`src/rtl/i2c_register_poller.sv`:
```
// Autonomous I2C register scanner: sweeps REG_LIST on one device through i2c_master,
// doing a pointer write then a 1-byte read per entry, with retry, timeout and poll interval.
module i2c_register_poller #(
    parameter logic [6:0]            DEVICE_ADDR   = 7'h6B,
    parameter int unsigned           NUM_REGS      = 4,
    // entry i occupies REG_LIST[i*8 +: 8]; entry 0 (reg 08) sits in the low byte
    parameter logic [NUM_REGS*8-1:0] REG_LIST      = {8'h01, 8'h00, 8'h09, 8'h08},
    parameter int unsigned           POLL_INTERVAL = 48000,
    parameter int unsigned           MAX_RETRIES   = 2,
    parameter int unsigned           TIMEOUT       = 480000
) (
    input  logic                    clk_in,
    input  logic                    reset,
    input  logic                    enable,
    output logic [7:0]              address,
    output logic                    transfer_start,
    output logic                    transfer_continues,
    output logic [7:0]              data_tx,
    input  logic                    transfer_ready,
    input  logic                    interrupt,
    input  logic                    transaction_complete,
    input  logic                    nack,
    input  logic [7:0]              data_rx,
    output logic [NUM_REGS*8-1:0]   reg_values,
    output logic [NUM_REGS-1:0]     reg_valid,
    output logic                    update_strobe,
    output logic [3:0]              update_index,
    output logic                    error
);

    localparam int unsigned TMO_W    = (TIMEOUT > 1) ? $clog2(TIMEOUT) : 1;
    localparam int unsigned IVL_W    = (POLL_INTERVAL > 1) ? $clog2(POLL_INTERVAL) : 1;
    localparam int unsigned RTY_W    = (MAX_RETRIES > 0) ? $clog2(MAX_RETRIES + 1) : 1;
    localparam logic [3:0]  LAST_IDX = 4'(NUM_REGS - 1);
    localparam logic [7:0]  ADDR_WR  = {DEVICE_ADDR, 1'b0};
    localparam logic [7:0]  ADDR_RD  = {DEVICE_ADDR, 1'b1};

    typedef enum logic [2:0] {
        IDLE,
        ISSUE_WR,
        WAIT_WR,
        ISSUE_RD,
        WAIT_RD,
        NEXT,
        INTERVAL
    } state_t;

    state_t             state;
    logic [3:0]         index;
    logic [RTY_W-1:0]   retry;
    logic [TMO_W-1:0]   tmo_cnt;
    logic [IVL_W-1:0]   ivl_cnt;

    logic               xfer_ok;
    logic               xfer_fail;
    logic               can_retry;

    // Register pointer for a given sweep index.
    function automatic logic [7:0] reg_ptr(input logic [3:0] idx);
        reg_ptr = 8'h00;
        for (int unsigned i = 0; i < NUM_REGS; i++) begin
            if (idx == 4'(i)) reg_ptr = REG_LIST[i*8 +: 8];
        end
    endfunction

    // An interrupt outcome takes precedence over a simultaneous timeout.
    assign xfer_ok   = interrupt && transaction_complete && !nack;
    assign xfer_fail = interrupt ? !(transaction_complete && !nack)
                                 : (tmo_cnt == TMO_W'(TIMEOUT - 1));
    assign can_retry = (retry < RTY_W'(MAX_RETRIES));

    assign transfer_continues = 1'b0;

    always_ff @(posedge clk_in) begin
        if (reset) begin
            state          <= IDLE;
            index          <= 4'd0;
            retry          <= '0;
            tmo_cnt        <= '0;
            ivl_cnt        <= '0;
            address        <= ADDR_WR;
            data_tx        <= 8'h00;
            transfer_start <= 1'b0;
            reg_values     <= '0;
            reg_valid      <= '0;
            update_strobe  <= 1'b0;
            update_index   <= 4'd0;
            error          <= 1'b0;
        end else begin
            transfer_start <= 1'b0;
            update_strobe  <= 1'b0;

            case (state)
                IDLE: begin
                    if (enable) begin
                        index   <= 4'd0;
                        address <= ADDR_WR;
                        data_tx <= reg_ptr(4'd0);
                        state   <= ISSUE_WR;
                    end
                end

                ISSUE_WR: begin
                    if (transfer_ready) begin
                        transfer_start <= 1'b1;
                        tmo_cnt        <= '0;
                        state          <= WAIT_WR;
                    end
                end

                ISSUE_RD: begin
                    if (transfer_ready) begin
                        transfer_start <= 1'b1;
                        tmo_cnt        <= '0;
                        state          <= WAIT_RD;
                    end
                end

                WAIT_WR, WAIT_RD: begin
                    tmo_cnt <= tmo_cnt + TMO_W'(1);
                    if (xfer_ok && (state == WAIT_WR)) begin
                        address <= ADDR_RD;
                        state   <= ISSUE_RD;
                    end else if (xfer_ok) begin
                        for (int unsigned i = 0; i < NUM_REGS; i++) begin
                            if (index == 4'(i)) begin
                                reg_values[i*8 +: 8] <= data_rx;
                                reg_valid[i]         <= 1'b1;
                            end
                        end
                        update_strobe <= 1'b1;
                        update_index  <= index;
                        retry         <= '0;
                        state         <= NEXT;
                    end else if (xfer_fail && can_retry) begin
                        // Any failure, read included, restarts with the pointer write.
                        retry   <= retry + RTY_W'(1);
                        address <= ADDR_WR;
                        state   <= ISSUE_WR;
                    end else if (xfer_fail) begin
                        for (int unsigned i = 0; i < NUM_REGS; i++) begin
                            if (index == 4'(i)) reg_valid[i] <= 1'b0;
                        end
                        error         <= 1'b1;
                        update_strobe <= 1'b1;
                        update_index  <= index;
                        retry         <= '0;
                        state         <= NEXT;
                    end
                end

                NEXT: begin
                    if (index == LAST_IDX) begin
                        index   <= 4'd0;
                        ivl_cnt <= '0;
                        state   <= INTERVAL;
                    end else begin
                        index   <= index + 4'd1;
                        address <= ADDR_WR;
                        data_tx <= reg_ptr(index + 4'd1);
                        state   <= ISSUE_WR;
                    end
                end

                INTERVAL: begin
                    if (ivl_cnt == IVL_W'(POLL_INTERVAL - 1)) begin
                        state <= IDLE;
                    end else begin
                        ivl_cnt <= ivl_cnt + IVL_W'(1);
                    end
                end

                default: state <= IDLE;
            endcase
        end
    end

endmodule

```
`config.mk`:
```
export PLATFORM = sky130hd
export DESIGN_NAME = i2c_register_poller
export DESIGN_NICKNAME = d
export VERILOG_FILES = /design/src/rtl/i2c_register_poller.sv
export SDC_FILE = /design/constraint.sdc
export NUM_CORES = 1
export LEC_CHECK = 0
export BUFFER_PORTS_ARGS = -buffer_cell sky130_fd_sc_hd__buf_2
export CAP_MARGIN = 40
export CORE_ASPECT_RATIO = 1.75
export CORE_MARGIN = 4
export CORE_UTILIZATION = 55
export DETAILED_ROUTE_END_ITERATION = 8
export GPL_ROUTABILITY_DRIVEN = 0
export PLACE_DENSITY = 0.78
export SLEW_MARGIN = 20
export SYNTH_ARGS = -nofsm -noshare
export SYNTH_HDL_FRONTEND = slang
export SYNTH_SLANG_ARGS = --single-unit
```
`constraint.sdc`:
```
create_clock -name clk_in -period 2.3 [get_ports clk_in]
set_clock_uncertainty 0.05 [all_clocks]
set_input_delay 0.23 -clock clk_in [delete_from_list [all_inputs] [get_ports clk_in]]
set_output_delay 0.23 -clock clk_in [all_outputs]
set_load 0.005 [all_outputs]
```
After elaboration in Yosys (flattened, before gate mapping)

Index checks and enable logic that the tools add are counted.

Flip-flop bits (word level): 103
Input bits: 15
Output and inout bits: 60

Add/subtract/negate cells: 4
$lt $le $gt $ge: 1
Equal/unequal tests: 26
Mux-type cells: 53
Bitwise logic cells: 5
Reduce and logical (&&, ||, !) cells: 37

Operator list:

| kind                    | number |
|---|---|
| $mux W8                 | 10 |
| $pmux W19 S2            | 1 |
| $mux W4                 | 9 |
| $reduce_and A5 Y1       | 7 |
| $mux W16                | 2 |
| $pmux W16 S2            | 1 |
| $mux W3                 | 9 |
| $pmux W8 S3             | 1 |
| $reduce_and A4 Y1       | 5 |
| $add A19 B1 Y19 const B | 1 |
| $eq A19 B19 Y1 const B  | 1 |
| $mux W19                | 1 |
| $pmux W3 S6             | 1 |
| $add A16 B1 Y16 const B | 1 |
| $eq A16 B16 Y1 const B  | 1 |
| $eq A4 B2 Y1 const B    | 4 |
| $ne A2 B2 Y1 const B    | 8 |
| $pmux W8 S2             | 1 |
| $mux W1                 | 13 |
| $eq A3 B3 Y1 const B    | 3 |
| $reduce_and A3 Y1       | 3 |
| $eq A4 B1 Y1 const B    | 2 |
| $logic_not A4 Y1        | 2 |
| $pmux W4 S2             | 1 |
| 18 further kinds        | 38 |

Longest topological paths before layout

Word-level depth: 9
Depth in mapped cells: 8

Least setup slack after synthesis

Ideal clock, no wire load.

Kind: reg2reg
From: register index[1]
To: register address[0]
Setup time: 91 ps
Data arrival time: 1704 ps
Data required time: 2159 ps
Setup slack: 455 ps
Stages on the path, launching flop included: 7
Path buffers: 0
Period minus slack after synthesis: 1845 ps
Path through: dfxtp_1 ha_1 or3b_1 mux2i_1 o21ai_1 a22o_1 a311oi_1

Word-level cells in the longest chain between the ends: 3

Ends and longest elaborated chain:

| element                            | line | text |
|---|---|---|
| start, declared                    | 49   | `logic [3:0] index;` |
| start signal, assigned             | 158  | `index <= index + 4'd1;` |
| $eq A4 B2 Y1                       | 153  | `if (index == LAST_IDX) begin` |
| $ne A2 B2 Y1 (no source line)      | -    |  |
| $reduce_and A5 Y1 (no source line) | -    |  |
| end signal, assigned               | 122  | `address <= ADDR_RD;` |
| end signal, assigned               | 138  | `address <= ADDR_WR;` |
| end signal, assigned               | 159  | `address <= ADDR_WR;` |
| end, declared                      | 15   | `output logic [7:0] address,` |

No other way between the ends.
A chain may end at the register's enable or synchronous reset.

Worst setup path after layout

From: register index[0]
To: register address[0]

The elaborated chain is that of the path after synthesis.

==> results.cfg <==
[outcome]
status = finished, violations left
violations = design-rule violations

[timing]
fin_tns_setup_ns = 0
setup_viol_count_final = 0
worst_slew_pin_slew_ns = 0.6469
maxSlewViolCount = 0
hold_violations = 0
rsz0062_at_grt = false
fin_ws_ns = 0.1566
relSlewSlack = 0.5651
finalCriticalPeriod_ns = 2.143
whs_ns = 0.1256
timing.fmax_ghz = 0.4665
period_share = 0.9319

[die]
dieArea_sq_mm = 0.009408
die_w_microns = 75.06
rows = 42
ios = 75
start_util = 0.5680
core_region_area_sq_mm = 0.007620
die_h_microns = 125.4

[clock_tree]
post_cts_buffers = 0
clk_latency_ns = 0.34
cts_hold_buffers = 0
cts_buffers = 9
cts_max_path_buffers = 2
post_cts_resized = 0
htreeDepth = 3
cts.clk_slew.worst_paths_ns = 0.06
cts_tree = done
numClockSinks = 90
root_buffer = clkbuf_16

[logic_synthesis]
synth_area_leaders = dfxtp_1 (42%), nand2_1 (7.7%), a21oi_1 (6.9%)
syn_area_sq_mm = 0.004328
synth_compound_area_frac = 0.1391
syn-instance-count = 528
synth-main-ff-cell = dfxtp_1
synth-seq-cells = 90
synth-simple-area-share = 0.2822
ys_seq_area_frac = 0.4163
synth_top_family_by_area = simple AND/OR/NAND/NOR gates
synthMuxAreaShare = 0.009251
synth-xor-area-share = 0.06476
netlist.area_leader.share = 0.4163
synth_most_common_cell = dfxtp_1
synth_top_cell_by_area = dfxtp_1
synth_cell_types = 58
avgSynthCellArea_sq_um = 8.197
synth_common_cells = dfxtp_1 (90), nand2_1 (89), a21oi_1 (60)
synth_edf_count = 0
async_flop_share = 0
ys_warn_count = 0
yosys.area_share.adder = 0.02313

[detailed_routing]
viasPerCell = 5.609
drc = 1
first_pass_iters = 6
post_drt_wl_per_cell_microns = 15.13
ant_nets = 0
num_vias = 3775
wirelength_microns = 10180
initialDrtViolationCount = 212

[power_and_ir_drop]
power_mw = 3.777
p_int_mw = 2.803
pwr-share-clk = 0.430
switching_share = 0.2577
ir_drop_mv = 0.4094
p_comb_frac = 0.131
pwr-share-seq = 0.439
p_leak_nw = 1.910
p_sw_uw = 973.2
cellPowerDensity_mw_per_mm2 = 758.2

[worst_setup_path]
worst-setup-path-type = reg2reg
crit_start = index[0]
critPathRequiredTime_ns = 2.49
crit_path_end_kind = register
reg2reg_from = index[0]
path_buf_inv = 0
crit_fanout = 8
critPathLaunchType = register
cp_cell_sequence = ha_1, or3b_1, mux2i_1, o21ai_1, a22o_1, a311oi_1
slowest_stage = or3b_1
crit_arrival_ns = 2.34
max_stage_delay_ns = 0.48
path_delay_family = compound AO/OA/AOI/OAI gates

[global_route]
antenna_found_initial = 0
grt_pass1_wl_microns = 16530
overflow = 0
grt_max_degree = 34
grt_pass1_vias = 3622
grt_use_total = 0.2231

[placed_design]
place_ws_ns = 0.1370
portBuffers = 60
post-dp-hpwl_microns = 7431

[cells_and_area]
drive_gt1_frac = 0.1675
fin_nets = 603
fill_cells = 629
antennaDiodeCount = 0
fin_util = 0.6537
syn_to_final_growth_pct = 15.09

[worst_hold_path]
hp-start = data_rx[6]
worstHoldPathType = in2reg

[flow_run]
cap_violations = 0
==> metrics by stage <==
stage          area (sq um)  instances
6_report               4981        673
5_1_grt                4981        673
4_1_cts                4971        673
3_5_place_dp           4636        657
3_3_place_gp           4636        657
2_1_floorplan          4373        540
==> cells in the final DEF (no fill, tap or decap), drive strengths merged, types with 3 or more instances in the layout <==
| cell type | synthesis | final |
|---|---|---|
| ha | 8 | 8 |
| o31ai | 6 | 6 |
| or3 | 3 | 3 |
| nand2 | 89 | 89 |
| and4 | 5 | 5 |
| o41ai | 3 | 3 |
| dfxtp | 90 | 90 |
| nor4 | 9 | 9 |
| nand2b | 9 | 9 |
| nor2 | 48 | 48 |
| nand3 | 17 | 17 |
| nor2b | 5 | 5 |
| nor3 | 6 | 6 |
| inv | 12 | 14 |
| nand3b | 4 | 4 |
| mux2i | 4 | 4 |
| a211oi | 6 | 6 |
| and2 | 8 | 8 |
| a21oi | 61 | 61 |
| nand4 | 11 | 11 |
| and3 | 7 | 7 |
| conb | 2 | 14 |
| xnor2 | 16 | 16 |
| buf | 24 | 71 |
| o21ai | 12 | 12 |
| clkbuf | 18 | 11 |
| xor2 | 16 | 16 |
| nand4bb | 3 | 3 |
==> path summary, 6_finish.rpt <==
kind | to | slack [ns] | cells past startpoint
min reg2reg | error | 0.39 | 2
min | reg_values[22] | 0.13 | 3
max | address[0] | 0.16 | 6
max reg2reg | address[0] | 0.16 | 6
==> power by group through the flow <==
stage,Clock (mW),Sequential [mW],Combinational (mW)
after floorplan,0,1.65,0.396
after global placement,0,1.69,0.465
after detailed placement,0,1.69,0.478
after CTS,1.66,1.66,0.484
after global routing,1.73,1.66,0.537
final,1.62,1.66,0.494
==> cell type report <==
cell class                      instances  area (sq um)  share of cell area
Clock buffer                           11         252.7             0.05074
Clock inverter                          5         82.58             0.01658
Inverter                               12         45.04            0.009043
Multi-Input combinational cell        396          2306              0.4629
Sequential cell                        90          1802              0.3617
Tap cell                               88         110.1             0.02211
Timing Repair Buffer                   71         382.9             0.07687
==> flip-flops by register name (all words and copies together), names as in the netlist, 2 cells and up <==
name and flops:
ivl_cnt 16, retry 2, update_index 4, reg_valid 4, state 3, index 4
reg_values 32, tmo_cnt 19, data_tx 2
==> routing by layer <==
layer / vias up / routed length, microns / track usage
li1: 1893 / - / -
met3: 22 / 534 / 0.04578
met4: 0 / 382 / 0.1331
met2: 109 / 5535 / 0.3911
met1: 1751 / 3730 / 0.2320
met5: - / 0 / 0
==> cell families (layout without fill, tap and decap cells) <==
family                     Yosys count  count (layout)
DFF                                 90              90
xor gates and xnor gates            32              32
adders and majority gates            8               8
buffers and inverters               54              99
AOI/OAI and AO/OA                  101             101
other                                2              14
muxes                                4               4
and+or+nand+nor                    237             237
==> tightest hold or removal path: stages <==
cell	delay, ns
buf_2	0.13
nand2_1	0.06
a21oi_1	0.05
No activity file was read; power rests on OpenSTA's default activity.
